[src/rtl/rt_ic_pkg.sv]
// Shared RT/IC interconnect constants: producer count, queue depth and payload widths.
package rt_ic_pkg;

  localparam int NUM_CORE = 4;
  localparam int DEPTH    = 32;
  localparam int RT2IC_W  = 64;
  localparam int IC2RT_W  = 32;

  // Occupancy must represent every value 0..depth inclusive.
  function automatic int cnt_width(input int depth);
    return $clog2(depth + 1);
  endfunction

  localparam int CNT_W = cnt_width(DEPTH);

endpackage

[src/rtl/rr_arbiter.sv]
// Combinational round-robin picker: nearest requester strictly after i_ptr wins, wrapping.
module rr_arbiter #(
  parameter int N     = 4,
  parameter int PTR_W = 2
) (
  input  logic [N-1:0]     i_req,
  input  logic [PTR_W-1:0] i_ptr,
  output logic [N-1:0]     o_gnt
);

  // NOTE: every always_comb output gets a default before any branch, so no latch is inferred.
  always_comb begin
    o_gnt = '0;
    // Scan from farthest to nearest offset; the last hit (nearest) overwrites earlier ones.
    for (int off = N; off >= 1; off--) begin
      for (int i = 0; i < N; i++) begin
        if (i_req[i] && (((int'(i_ptr) + off) % N) == i)) begin
          o_gnt    = '0;
          o_gnt[i] = 1'b1;
        end
      end
    end
  end

endmodule

[src/rtl/ic_enq_arbiter.sv]
// Arbitrates NUM_CORE producers onto one queue, registering the enqueue strobe and tracking occupancy.
module ic_enq_arbiter #(
  parameter int  NUM_CORE = rt_ic_pkg::NUM_CORE,
  parameter int  DEPTH    = rt_ic_pkg::DEPTH,
  localparam int CNT_W    = rt_ic_pkg::cnt_width(DEPTH)
) (
  input  logic                clk,
  input  logic                rst_n,
  input  logic [NUM_CORE-1:0] req,
  input  logic                deq_req,
  output logic                q_en,
  output logic [NUM_CORE-1:0] core_id,
  output logic [NUM_CORE-1:0] ack,
  output logic                deq_gnt,
  output logic [CNT_W-1:0]    count,
  output logic                full,
  output logic                empty
);

  localparam int             PTR_W   = (NUM_CORE > 1) ? $clog2(NUM_CORE) : 1;
  localparam logic [CNT_W:0] DEPTH_V = (CNT_W + 1)'(DEPTH);

  logic                r_q_en;
  logic [NUM_CORE-1:0] r_core_id;
  logic [PTR_W-1:0]    r_ptr;
  logic [CNT_W-1:0]    r_count;

  logic [NUM_CORE-1:0] w_elig;
  logic [NUM_CORE-1:0] w_arb_gnt;
  logic [NUM_CORE-1:0] w_gnt;
  logic [PTR_W-1:0]    w_gnt_idx;
  logic                w_room;
  logic                w_grant_any;

  // A core already being acked this cycle must not win again on the same request.
  assign w_elig = req & ~ack;
  // The in-flight enqueue already holds a slot even though count has not caught up yet.
  assign w_room      = ({1'b0, r_count} + {{CNT_W{1'b0}}, r_q_en}) < DEPTH_V;
  assign w_gnt       = w_room ? w_arb_gnt : '0;
  assign w_grant_any = |w_gnt;

  rr_arbiter #(
    .N     (NUM_CORE),
    .PTR_W (PTR_W)
  ) u_rr_arbiter (
    .i_req (w_elig),
    .i_ptr (r_ptr),
    .o_gnt (w_arb_gnt)
  );

  always_comb begin
    w_gnt_idx = '0;
    for (int i = 0; i < NUM_CORE; i++) begin
      if (w_gnt[i]) w_gnt_idx = PTR_W'(i);
    end
  end

  // NOTE: sequential state uses non-blocking assignments so every register samples pre-edge values.
  // NOTE: the async reset also discards any grant decided in the cycle reset lands.
  always_ff @(posedge clk or negedge rst_n) begin
    if (!rst_n) begin
      r_q_en    <= 1'b0;
      r_core_id <= '0;
      r_ptr     <= PTR_W'(NUM_CORE - 1);
      r_count   <= '0;
    end else begin
      r_q_en    <= w_grant_any;
      r_core_id <= w_gnt;
      if (w_grant_any) r_ptr <= w_gnt_idx;
      if (r_q_en && !deq_gnt)      r_count <= r_count + CNT_W'(1);
      else if (deq_gnt && !r_q_en) r_count <= r_count - CNT_W'(1);
    end
  end

  assign q_en    = r_q_en;
  assign core_id = r_core_id;
  assign ack     = r_core_id & {NUM_CORE{r_q_en}};
  assign count   = r_count;
  assign empty   = (r_count == '0);
  assign full    = (r_count == CNT_W'(DEPTH));
  // An entry enqueued this cycle is not written yet, so it cannot be dequeued until next cycle.
  assign deq_gnt = deq_req & ~empty;

endmodule

[config.mk]
export PLATFORM = sky130hd
export DESIGN_NAME = ic_enq_arbiter
export DESIGN_NICKNAME = d
export VERILOG_FILES = /design/src/rtl/rt_ic_pkg.sv /design/src/rtl/rr_arbiter.sv /design/src/rtl/ic_enq_arbiter.sv
export SDC_FILE = /design/constraint.sdc
export NUM_CORES = 1
export LEC_CHECK = 0
export CAP_MARGIN = 25
export CELL_PAD_IN_SITES_DETAIL_PLACEMENT = 0
export CELL_PAD_IN_SITES_GLOBAL_PLACEMENT = 1
export CORE_UTILIZATION = 35
export CTS_BUF_LIST = sky130_fd_sc_hd__clkbuf_8
export CTS_CLUSTER_SIZE = 16
export DETAILED_ROUTE_END_ITERATION = 10
export DONT_BUFFER_PORTS = 1
export HOLD_SLACK_MARGIN = 0.06
export PLACE_DENSITY = 0.7
export SYNTH_ARGS = -nofsm -noshare
export SYNTH_HDL_FRONTEND = slang
export SYNTH_SLANG_ARGS = --single-unit
[constraint.sdc]
create_clock -name clk -period 3.05 [get_ports clk]
set_clock_uncertainty 0.2 [all_clocks]
set_input_delay 0.7625 -clock clk [delete_from_list [all_inputs] [get_ports clk]]
set_output_delay 0.7625 -clock clk [all_outputs]
set_load 0.02 [all_outputs]
==> flow_summary.toml <==
[floorplan]
chipWidth_um = 53.19
start_util_pct = 37.02
dieArea_sq_um = 2829
rows = 18
ios = 25
dieHeight_um = 53.19
core_region_area_sq_um = 2477

[finish]
area_growth_pct = 14.60
nets = 122
antenna_cells = 0
final_cell_mix = "nand2_1 (11), dfrtp_1 (11), a21oi_1 (8), nor2_1 (8), buf_4 (8)"
fin_cells = 138
drive_above_1_share_pct = 22.22
finish.instance_area_sq_um = 1051

[timing]
worst_pin_slew_ns = 0.4969
slew_viol_final = 0
fmax_mhz = 367.9
rsz0062_at_grt = "no"
setup_viol = 0
slew_headroom_pct = 66.76
finalSetupTns_ns = 0
period_needed_ns = 2.718
finalHoldViolCount = 0
post-route-period-util_pct = 89.12

[global_routing]
grt_overflow = 0
grt_pass1_wl_mm = 3.339
grt_pass1_vias = 745
antenna_found_initial = 0
grt_max_degree = 14
grt_usage_pct = 17.23

[detailed_routing]
first_iter_violations = 16
wl_per_cell_um = 14.81
vias = 766
viasPerCell = 5.551
dr.pass1.iters = 4
drc = 0
drt_wl_total_mm = 2.044
antenna_left = 0

[logic_synthesis]
syn_area_per_cell_sq_um = 9.358
ys_seq_area_share_pct = 35.74
postSynthCellCount = 98
ys_ff_latch = 13
synthesis.area_sq_um = 917.1
synth_fp_nets = 111
synth_warnings = 0
yosysUniqueCellTypes = 41

[flow_run]
cap_violations = 0

[clock_network]
path_clk_slew_ns = 0.06
cts_tree = "done"
root_buffer = "clkbuf_8"
clock_latency_ns = 0.24
cts_buffers = 3
clkSinkCount = 13
cts_setup_buffers = 0
cts_buffer_depth = 2
h-tree-depth = 1

[critical_path]
r2r-start = "count[3]$_DFFE_PN0P_"
crit_type = "register to register"
required_ns = 2.97
ff2ff_setup_slack_ns = 0.33
cp_data_arrival_time_ns = 2.64
r2r_cells = 11
r2r-end = "count[5]$_DFFE_PN0P_"
end_kind = "register"
worstSetupStartpointType = "register"
crit_start = "count[3]$_DFFE_PN0P_"
crit_fanout = 5

[placement]
dp.cells = 133
post_dp_cell_area_sq_um = 996.0
dp_hpwl_mm = 1.569
io_buffer_count = 0
place_congestion = 0.8978

[power_and_ir_drop]
p_int_uw = 700.6
pwr-share-comb_pct = 60.2
p_leak_nw = 0.4716
power_switching_uw = 631.0
power_density_nw_per_um2 = 1267
ir_drop_mv = 0.5472
p_seq_share_pct = 28.6
swShare_pct = 47.39
clkPwrFrac_pct = 11.2

[outcome]
status = "finished, final reports clean"

[hold_path]
worstHoldPathType = "primary input to asynchronous set/reset pin"
-- worst max-delay path, stage by stage, from the launching register on --
cell       delay (ns)
dfrtp_1          0.39
nor4_1           0.28
nand2b_1         0.14
o21ai_1          0.18
ha_1             0.20
inv_1            0.11
ha_1             0.35
nand2_1          0.07
o21ai_1          0.19
mux2i_1          0.21
o2111ai_1        0.13
xnor2_1          0.15
-- synth_stat cells --
cell type	n	area share, %
dfrtp_1	11	30
nand2_1	11	4.5
a21oi_1	8	4.4
nor2_1	8	3.3
ha_1	5	6.8
inv_1	5	2.0
o21ai_0	5	2.7
and2_2	3	2.5
nor3_1	3	1.6
xnor2_1	3	2.9
a21bo_2	2	2.2
dfstp_2	2	5.7
nor2b_1	2	1.4
nor4_1	2	1.4
o221ai_1	2	1.9
a2111oi_0	1	0.96
a21bo_1	1	1.1
a21boi_2	1	1.2
a21o_1	1	0.82
a221o_1	1	1.1
a311o_1	1	1.1
a31oi_2	1	1.4
and2_1	1	0.68
and4_4	1	1.2
buf_1	1	0.41
buf_6	1	1.2
clkbuf_1	1	0.41
fa_1	1	2.2
mux2_2	1	1.2
mux2i_1	1	1.1
nand2_4	1	1.2
nand2b_1	1	0.68
nand3b_1	1	0.82
nand4b_1	1	0.96
o2111ai_1	1	0.96
o211a_1	1	1.1
o22ai_1	1	0.68
o2bb2ai_2	1	1.6
o31ai_1	1	0.82
or4_1	1	0.82
xor2_1	1	0.96
-- metal layers --
| layer | share of wire, % | up-vias | global-route usage (%) |
|---|---|---|---|
| li1 | - | 379 | - |
| met2 | 47 | 21 | 27.43 |
| met3 | 4.0 | 2 | 2.586 |
| met5 | 0 | - | 0 |
| met1 | 48 | 364 | 22.18 |
| met4 | 1.3 | 0 | 9.211 |
-- worst max-delay path by stage --
stage | slack, ns | end | cells after the start
6_report | 0.33 | count[5]$_DFFE_PN0P_ | 11
5_1_grt | 0.08 | count[5]$_DFFE_PN0P_ | 11
4_1_cts | 0.15 | count[5]$_DFFE_PN0P_ | 11
3_5_place_dp | 0.19 | count[5]$_DFFE_PN0P_ | 11
3_3_place_gp | 0.22 | count[5]$_DFFE_PN0P_ | 11
2_1_floorplan | 0.20 | count[5]$_DFFE_PN0P_ | 11
-- cell families after synthesis --
| family | after synthesis | share of synthesized area (%) |
|---|---|---|
| compound gates | 29 | 24.01 |
| xor+xnor | 4 | 3.821 |
| fa+ha+maj | 6 | 9.004 |
| buf+inv | 8 | 4.092 |
| flops | 13 | 35.74 |
| mux | 2 | 2.319 |
| simple gates | 36 | 21.01 |
-- power groups by stage --
stage                     Combinational [mW]  Clock [mW]  Sequential [mW]
after floorplan                        0.531           0            0.439
after global placement                 0.785           0            0.378
after detailed placement               0.796           0            0.382
after CTS                              0.803       0.155            0.380
after global routing                   0.898       0.166            0.394
final                                  0.802       0.149            0.380
-- area by class of cell --
cell class | instances | area [sq um]
clock buffer | 3 | 41.29
clock inverter | 1 | 3.754
fill | 254 | 1426
inverter | 5 | 18.77
multi-input combinational | 77 | 551.8
sequential | 13 | 327.8
tap | 30 | 37.54
timing repair buffer | 9 | 70.07
-- metrics by stage --
step                      hold WS, ns  total power, mW  util [%]  worst slack [ns]
final                          0.1605            1.332     42.42            0.3318
after global routing           0.1457            1.458     42.42           0.07943
after CTS                      0.1563            1.338     42.42            0.1483
after detailed placement       0.2674            1.178     40.20            0.1858
after global placement         0.2674            1.164     40.20            0.2220
after floorplan                0.2669           0.9699         -            0.2017
-- what timing repair did --
item	4_1_cts	5_1_grt
hold buffers	1	0
hold endpoints to repair	11	0
gates resized for setup	0	2
setup endpoints to repair	0	1
-- sequential cells by signal (all words and copies together) (netlist names) --
register,count
count,6
core_id,4
r_ptr,2
q_en,1
Note: power is estimated with default switching activity, not from simulation.
